[config.mk]
export PLATFORM = sky130hd
export DESIGN_NAME = sram_like_arbiter
export DESIGN_NICKNAME = d
export VERILOG_FILES = /design/src/rtl/sram_like_arbiter.sv
export SDC_FILE = /design/constraint.sdc
export NUM_CORES = 1
export LEC_CHECK = 0
export BUFFER_PORTS_ARGS = -buffer_cell sky130_fd_sc_hd__buf_2
export CAP_MARGIN = 5
export CORE_AREA = 4 4 124 126
export CTS_BUF_LIST = sky130_fd_sc_hd__clkbuf_8 sky130_fd_sc_hd__clkbuf_16
export CTS_CLUSTER_DIAMETER = 30
export CTS_CLUSTER_SIZE = 30
export DETAILED_ROUTE_END_ITERATION = 6
export DIE_AREA = 0 0 128 130
export SETUP_SLACK_MARGIN = 0.1
export SLEW_MARGIN = 20
export SYNTH_ARGS = -nofsm -noshare
export SYNTH_HDL_FRONTEND = slang
export SYNTH_SLANG_ARGS = --single-unit
[constraint.sdc]
create_clock -name clk -period 4.8 [get_ports clk]
set_clock_uncertainty 0.2 [all_clocks]
set_input_delay 0.96 -clock clk [delete_from_list [all_inputs] [get_ports clk]]
set_output_delay 0.96 -clock clk [all_outputs]
set_load 0.05 [all_outputs]
[src/rtl/sram_like_arbiter.sv]
// Two-to-one SRAM-like arbiter: data port has priority, the grant is locked until
// the address handshake, and an in-order id FIFO routes each dataok back to its issuer.
module sram_like_arbiter #(
  parameter int OUTSTANDING = 4,
  parameter int CNT_W       = $clog2(OUTSTANDING) + 1
) (
  input  logic        clk,
  input  logic        reset,
  input  logic        inst_req,
  input  logic        inst_wr,
  input  logic [1:0]  inst_size,
  input  logic [31:0] inst_addr,
  input  logic [3:0]  inst_wstrb,
  input  logic [31:0] inst_wdata,
  output logic        inst_addrok,
  output logic        inst_dataok,
  output logic [31:0] inst_rdata,
  input  logic        data_req,
  input  logic        data_wr,
  input  logic [1:0]  data_size,
  input  logic [31:0] data_addr,
  input  logic [3:0]  data_wstrb,
  input  logic [31:0] data_wdata,
  output logic        data_addrok,
  output logic        data_dataok,
  output logic [31:0] data_rdata,
  output logic        m_req,
  output logic        m_wr,
  output logic [1:0]  m_size,
  output logic [31:0] m_addr,
  output logic [3:0]  m_wstrb,
  output logic [31:0] m_wdata,
  input  logic [31:0] m_rdata,
  input  logic        m_addrok,
  input  logic        m_dataok
);

  localparam int PTR_W = $clog2(OUTSTANDING);
  localparam logic [CNT_W-1:0] FULL_CNT = CNT_W'(OUTSTANDING);

  typedef enum logic [1:0] {
    FREE   = 2'd0,
    LOCK_I = 2'd1,
    LOCK_D = 2'd2
  } lock_e;

  lock_e                  lock_r;
  logic [OUTSTANDING-1:0] src_r;
  logic [PTR_W-1:0]       wr_ptr_r;
  logic [PTR_W-1:0]       rd_ptr_r;
  logic [CNT_W-1:0]       count_r;

  logic win_inst_s;
  logic win_data_s;
  logic win_req_s;
  logic full_s;
  logic empty_s;
  logic push_s;
  logic pop_s;
  logic head_src_s;

  // Winner selection: data beats inst when free, a lock pins the winner.
  always_comb begin
    win_inst_s = 1'b0;
    win_data_s = 1'b0;
    case (lock_r)
      FREE: begin
        if (data_req) begin
          win_data_s = 1'b1;
        end else if (inst_req) begin
          win_inst_s = 1'b1;
        end else begin
          win_inst_s = 1'b0;
          win_data_s = 1'b0;
        end
      end
      LOCK_I:  win_inst_s = 1'b1;
      LOCK_D:  win_data_s = 1'b1;
      default: begin
        win_inst_s = 1'b0;
        win_data_s = 1'b0;
      end
    endcase
  end

  assign win_req_s  = (win_inst_s & inst_req) | (win_data_s & data_req);
  assign full_s     = (count_r == FULL_CNT);
  assign empty_s    = (count_r == {CNT_W{1'b0}});
  assign head_src_s = src_r[rd_ptr_r];
  assign pop_s      = m_dataok & ~empty_s & ~reset;
  // A pop in the same cycle frees a slot, so a full FIFO can still take a push.
  assign m_req      = win_req_s & (~full_s | pop_s) & ~reset;
  assign push_s     = m_req & m_addrok;

  assign inst_addrok = push_s & win_inst_s;
  assign data_addrok = push_s & win_data_s;
  assign inst_dataok = pop_s & ~head_src_s;
  assign data_dataok = pop_s & head_src_s;
  assign inst_rdata  = m_rdata;
  assign data_rdata  = m_rdata;

  // Master request fields follow the winner; data fields when nobody wins.
  always_comb begin
    if (win_inst_s) begin
      m_wr    = inst_wr;
      m_size  = inst_size;
      m_addr  = inst_addr;
      m_wstrb = inst_wstrb;
      m_wdata = inst_wdata;
    end else begin
      m_wr    = data_wr;
      m_size  = data_size;
      m_addr  = data_addr;
      m_wstrb = data_wstrb;
      m_wdata = data_wdata;
    end
  end

  // Lock state, source-id FIFO and occupancy count.
  always_ff @(posedge clk) begin
    if (reset) begin
      lock_r   <= FREE;
      src_r    <= {OUTSTANDING{1'b0}};
      wr_ptr_r <= {PTR_W{1'b0}};
      rd_ptr_r <= {PTR_W{1'b0}};
      count_r  <= {CNT_W{1'b0}};
    end else begin
      case (lock_r)
        FREE: begin
          if (m_req && !m_addrok) begin
            lock_r <= win_data_s ? LOCK_D : LOCK_I;
          end
        end
        LOCK_I, LOCK_D: begin
          if (push_s) begin
            lock_r <= FREE;
          end
        end
        default: lock_r <= FREE;
      endcase

      if (push_s) begin
        src_r[wr_ptr_r] <= win_data_s;
        wr_ptr_r        <= wr_ptr_r + PTR_W'(1);
      end
      if (pop_s) begin
        rd_ptr_r <= rd_ptr_r + PTR_W'(1);
      end

      case ({push_s, pop_s})
        2'b10:   count_r <= count_r + CNT_W'(1);
        2'b01:   count_r <= count_r - CNT_W'(1);
        default: count_r <= count_r;
      endcase
    end
  end

endmodule

== After elaboration in Yosys (flattened, before gate mapping) ==
Index checks and enable logic that the tools add are counted.

* Add/sub/neg operators: 4
* Multiply operators: 0
* Div/mod/pow operators: 0
* $lt $le $gt $ge: 3
* Equal/unequal tests: 7
* Shift-type cells: 0
* Multiplexer cells: 20
* Bitwise gates (word level): 17
* Reductions and logical operators: 8

{| class="wikitable"
|+ Operator list
! cell !! number
|-
| 32-bit 2-to-1 mux || 2
|-
| 1-bit bitwise AND || 11
|-
| 2-bit 2-to-1 mux || 4
|-
| 2-bit by 3-bit < comparator with 1-bit output, second input constant || 2
|-
| 1-bit 2-to-1 mux || 6
|-
| 3-bit case mux with 2 select lines || 1
|-
| 2-bit by 1-bit adder with 2-bit output, second input constant || 2
|-
| 4-bit bitwise mux || 1
|-
| 2-bit by 1-bit == test with 1-bit output, second input constant || 2
|-
| 2-bit == test, second input constant || 2
|-
| 4-bit 2-to-1 mux || 1
|-
| 2-bit != test, second input constant || 2
|-
| 1-bit inverter || 4
|-
| 1-bit case mux with 2 select lines || 2
|-
| 2-bit case mux with 2 select lines || 1
|-
| 3-bit by 1-bit adder with 3-bit output, second input constant || 1
|-
| 3-bit == test, second input constant || 1
|-
| 3-bit zero test || 1
|-
| 3-bit by 1-bit subtractor with 3-bit output, second input constant || 1
|-
| 1-bit binary-select mux with 2-bit select || 1
|-
| 1-bit demux with 2-bit select || 1
|-
| 2-bit by 1-bit >= comparator with 1-bit output, second input constant || 1
|-
| 1-bit logical AND || 2
|-
| 2-bit zero test || 1
|-
| 5 further kinds || 6
|}

* Register bits after elaboration: 13
* Bits in latches: 0
* RAM bits: 0
* Bits in read-only memories: 0
* Input port bits: 180
* Word-level logic and storage cells: 64
* Memories kept: 0

== Longest topological paths before layout ==
* Depth after elaboration: 10
* Depth in mapped cells: 12
* Mapped depth without buffers: 11

== Worst setup path after synthesis ==
No wires, ideal clock.

* Path type: input port to output port
* Start: input port reset
* End: output port inst_dataok
* Arrival time: 2.476 ns
* Setup slack: 1.164 ns
* Stages: 3
* Buffers on the path: 2
* Path through: clkbuf_1 > clkbuf_1 > nor3_1

* Cells in the longest elaborated chain, start to end: 3

{| class="wikitable"
|+ Ends and longest elaborated chain
! what !! RTL line !! text
|-
| from (decl) || 8 || <nowiki>input logic reset,</nowiki>
|-
| 1-bit inverter || 90 || <nowiki>assign pop_s = m_dataok & ~empty_s & ~reset;</nowiki>
|-
| 1-bit bitwise AND || 90 ||
|-
| 1-bit bitwise AND || 97 || <nowiki>assign inst_dataok = pop_s & ~head_src_s;</nowiki>
|-
| to (decl) || 16 || <nowiki>output logic inst_dataok,</nowiki>
|}

No other way between the ends.

== Worst setup path in the final report ==
* Start: input port data_req
* End: output port m_addr[8]

* Cells in the longest elaborated chain, start to end: 3

{| class="wikitable"
|+ Ends and longest elaborated chain
! what !! RTL line !! text
|-
| from (decl) || 18 || <nowiki>input logic data_req,</nowiki>
|-
| 1-bit 2-to-1 mux || 68 || <nowiki>if (data_req) begin</nowiki>
|-
| 1-bit case mux with 2 select lines || 66 || <nowiki>case (lock_r)</nowiki>
|-
| 32-bit 2-to-1 mux || 104 || <nowiki>if (win_inst_s) begin</nowiki>
|-
| to (decl) || 30 || <nowiki>output logic [31:0] m_addr,</nowiki>
|}

No other way between the ends.

==> flow_metrics.py <==
metrics = {
    "routing": {
        "routedWlPerCell_um": 16.0,
        "drtPass1Iterations": 4,
        "routed_wl_um": 9140,
        "drt-initial-drc-count": 47,
        "route.detailed.drc": 0,
        "ant_nets": 0,
        "via_per_inst": 3.88,
        "vias": 2212,
    },
    "synth": {
        "seq_area_frac_synth": 0.122,
        "ys_ff_latch": 13,
        "ys_top_cells_by_area": "mux2_2, buf_4, dfxtp_1",
        "synth_area_mm2": 0.00214,
        "yosys.area.top_type": "mux2_2",
        "synth_cell_types": 35,
        "synth.net_count": 419,
        "yosysWarnings": 0,
        "avgSynthCellArea_um2": 9.30,
        "synthCells": 230,
        "synth_top_area_frac": 0.374,
    },
    "worst_setup_path": {
        "cp-end-kind": "output pin",
        "worst-r2r-cell-count": 12,
        "arrival_ns": 2.24,
        "r2r_slack_ns": 1.82,
        "startpoint_type": "input port",
        "critPathMaxFanout": 56,
        "slowest_delay_ns": 0.39,
        "regToRegEndpoint": "count_r[2]",
        "path_cells": "buf_2, inv_1, a31oi_4, buf_12, mux2_2, buf_2",
        "worstReg2RegStart": "lock_r[0]",
        "setup.worst_path.class": "in -> out",
        "crit_path_frequent_cell": "buf_2",
        "crit_required_ns": 3.64,
        "critPathSlowestCell": "mux2_2",
    },
    "finish": {
        "nets": 576,
        "syn_to_final_growth_pct": 43.7,
        "antenna_cells": 0,
        "drive_gt1_frac": 0.795,
        "fin_area_mm2": 0.00307,
    },
    "floorplanning": {
        "chipHeight_um": 130,
        "start_util": 0.149,
        "row_count": 44,
        "ioPinCount": 320,
        "die_x_um": 128,
        "core_mm2": 0.0143,
        "die-area_mm2": 0.0166,
    },
    "sta": {
        "slew_viol_final": 0,
        "whs_ns": 0.313,
        "hold_viol": 0,
        "setup_violations": 0,
        "fmax_ghz": 0.294,
        "tns_ns": 0,
        "slew_headroom": 0.587,
        "final.min_clock_period_ns": 3.40,
        "tightest_slew_ns": 0.619,
        "rsz0062_at_grt": "false",
        "finalCritPeriodShare": 0.709,
    },
    "power_and_ir_drop": {
        "ir_worst_vdd_uv": 186,
        "p_per_area_mw_per_mm2": 305,
        "power.leakage_nw": 1.53,
    },
    "min_path": {
        "min_to": "count_r[2]",
        "min_path_type": "reg -> reg",
        "min_path_cells": 2,
        "min-delay-start": "count_r[2]",
    },
    "clock_tree": {
        "worstSkewPairLatency_ns": 0.24,
        "cts-buffers-inserted": 3,
        "h-tree-depth": 1,
        "postCtsResizedCells": 0,
        "root_buffer": "clkbuf_16",
        "post_cts_buffers": 0,
        "ctsLongestPathBuffers": 2,
        "cts_tree": "built",
        "ctsHoldBuffers": 0,
        "path_clk_slew_ns": 0.04,
        "cts_sinks": 13,
    },
    "grt": {
        "grt_use_total": 0.0948,
        "antenna_found_initial": 1,
        "grt_pass1_wl_um": 12300,
        "grt_pass1_vias": 2104,
        "globalRoute.totalOverflow": 0,
        "grt_max_degree": 57,
    },
    "flow_run": {
        "maxCapViolCount": 0,
    },
    "placement": {
        "gp_congestion": 0.790,
        "place_area_mm2": 0.00299,
        "hpwl_um": 8110,
        "io_buffers": 223,
    },
    "outcome": {
        "status": "completed",
    },
}
Yosys cell counts:
master and n:
mux2_2 71, buf_4 64, dfxtp_1 13, inv_1 12, nor2_1 12, ha_1 8, buf_2 7, a21oi_1 6
a311oi_1 3, xor2_1 3, clkbuf_1 2, nand3_1 2, nand3b_1 2, nor2b_1 2, o311ai_0 2, xnor2_1 2
a2111oi_4 1, a211o_1 1, a21oi_2 1, a311oi_2 1, a31oi_2 1, and2_1 1, buf_6 1, fa_1 1
mux2i_1 1, mux4_2 1, nand4_1 1, nand4b_1 1, nor3_1 1, nor4b_2 1, o21ai_0 1, o21ai_1 1
o21ai_2 1, o31ai_1 1, or3_1 1
area by class of cell:
| type | count | area [um2] |
|---|---|---|
| clock inverters | 1 | 3.75 |
| repair buffers | 226 | 1150 |
| fillers | 1580 | 11200 |
| well taps | 184 | 230 |
| multi-input cells | 131 | 1310 |
| flip-flops and latches | 13 | 260 |
| clock buffers | 3 | 75.1 |
| inverters | 12 | 45.0 |
power breakdown:
| part | internal, W | switching (W) |
|---|---|---|
| Clock | 0.000110 | 0.0000440 |
| Sequential | 0.000116 | 0.00000857 |
| Combinational | 0.000212 | 0.000445 |
sequential cells by signal, summed over array words and instances (netlist names):
name / cells
src_r: 4
count_r: 3
lock_r: 2
rd_ptr_r: 2
wr_ptr_r: 2
worst max-delay path by stage:
stage	from	to	slack (ns)	cells after the start
after floorplan	reset	inst_dataok	1.16	3
after global placement	inst_req	data_addrok	1.40	7
final	data_req	m_addr[8]	1.40	6
after detailed placement	data_req	m_addr[29]	1.39	6
after global routing	inst_req	data_addrok	1.32	7
after CTS	data_req	m_addr[29]	1.39	6
kinds of logic (layout without fill, tap and decap cells):
group                      Yosys count  count (layout)  synth area share
AOI/OAI and AO/OA                   20              20            0.0808
xor gates and xnor gates             5               5            0.0205
adders and majority gates            9               9            0.0562
buffers and inverters               86             242             0.271
DFF                                 13              13             0.122
muxes                               73              73             0.389
and+or+nand+nor                     24              24            0.0609
per-stage QoR:
stage,worst slack [ns],util,total power (W),cells
2_1_floorplan,1.16,-,0.000758,230
3_3_place_gp,1.40,0.209,0.000788,566
3_5_place_dp,1.39,0.209,0.000789,566
4_1_cts,1.39,0.215,0.000947,570
5_1_grt,1.32,0.215,0.000980,570
6_report,1.40,0.215,0.000936,570
layout by cell type (no fill, tap or decap):
master / netlist / final
clkbuf_16: 0 / 3
or3_1: 1 / 1
dfxtp_1: 13 / 13
a311oi_1: 3 / 3
and2_1: 1 / 1
o311ai_0: 2 / 2
mux2_2: 71 / 71
nand4_1: 1 / 1
inv_1: 12 / 13
o21ai_2: 1 / 1
a21oi_1: 6 / 6
ha_1: 8 / 8
nand3b_1: 2 / 2
nand3_1: 2 / 2
nor3_1: 1 / 1
o21ai_0: 1 / 1
mux4_2: 1 / 1
buf_12: 0 / 1
nor2_1: 12 / 12
o31ai_1: 1 / 1
a211o_1: 1 / 1
buf_2: 7 / 223
a2111oi_4: 1 / 1
xor2_1: 3 / 3
xnor2_1: 2 / 2
fa_1: 1 / 1
nand4b_1: 1 / 1
nor2b_1: 2 / 2
buf_4: 64 / 2
nor4b_2: 1 / 1
a31oi_4: 0 / 1
a21oi_2: 1 / 1
mux2i_1: 1 / 1
a311oi_2: 1 / 1
o21ai_1: 1 / 1
per-layer routing:
layer | global-route usage | up-vias | routed length, um
met5 | 0 | - | 13
met4 | 0.0131 | 2 | 38
met3 | 0.0528 | 8 | 1460
met2 | 0.152 | 168 | 4160
met1 | 0.114 | 986 | 3470
li1 | - | 1048 | -
worst max-delay path: cells and delay by family:
kind	cells	cell delay [ns]
multiplexers	1	0.39
buffers and inverters	4	0.68
AO/OA/AOI/OAI	1	0.16
No activity file was read; power rests on OpenSTA's default activity.
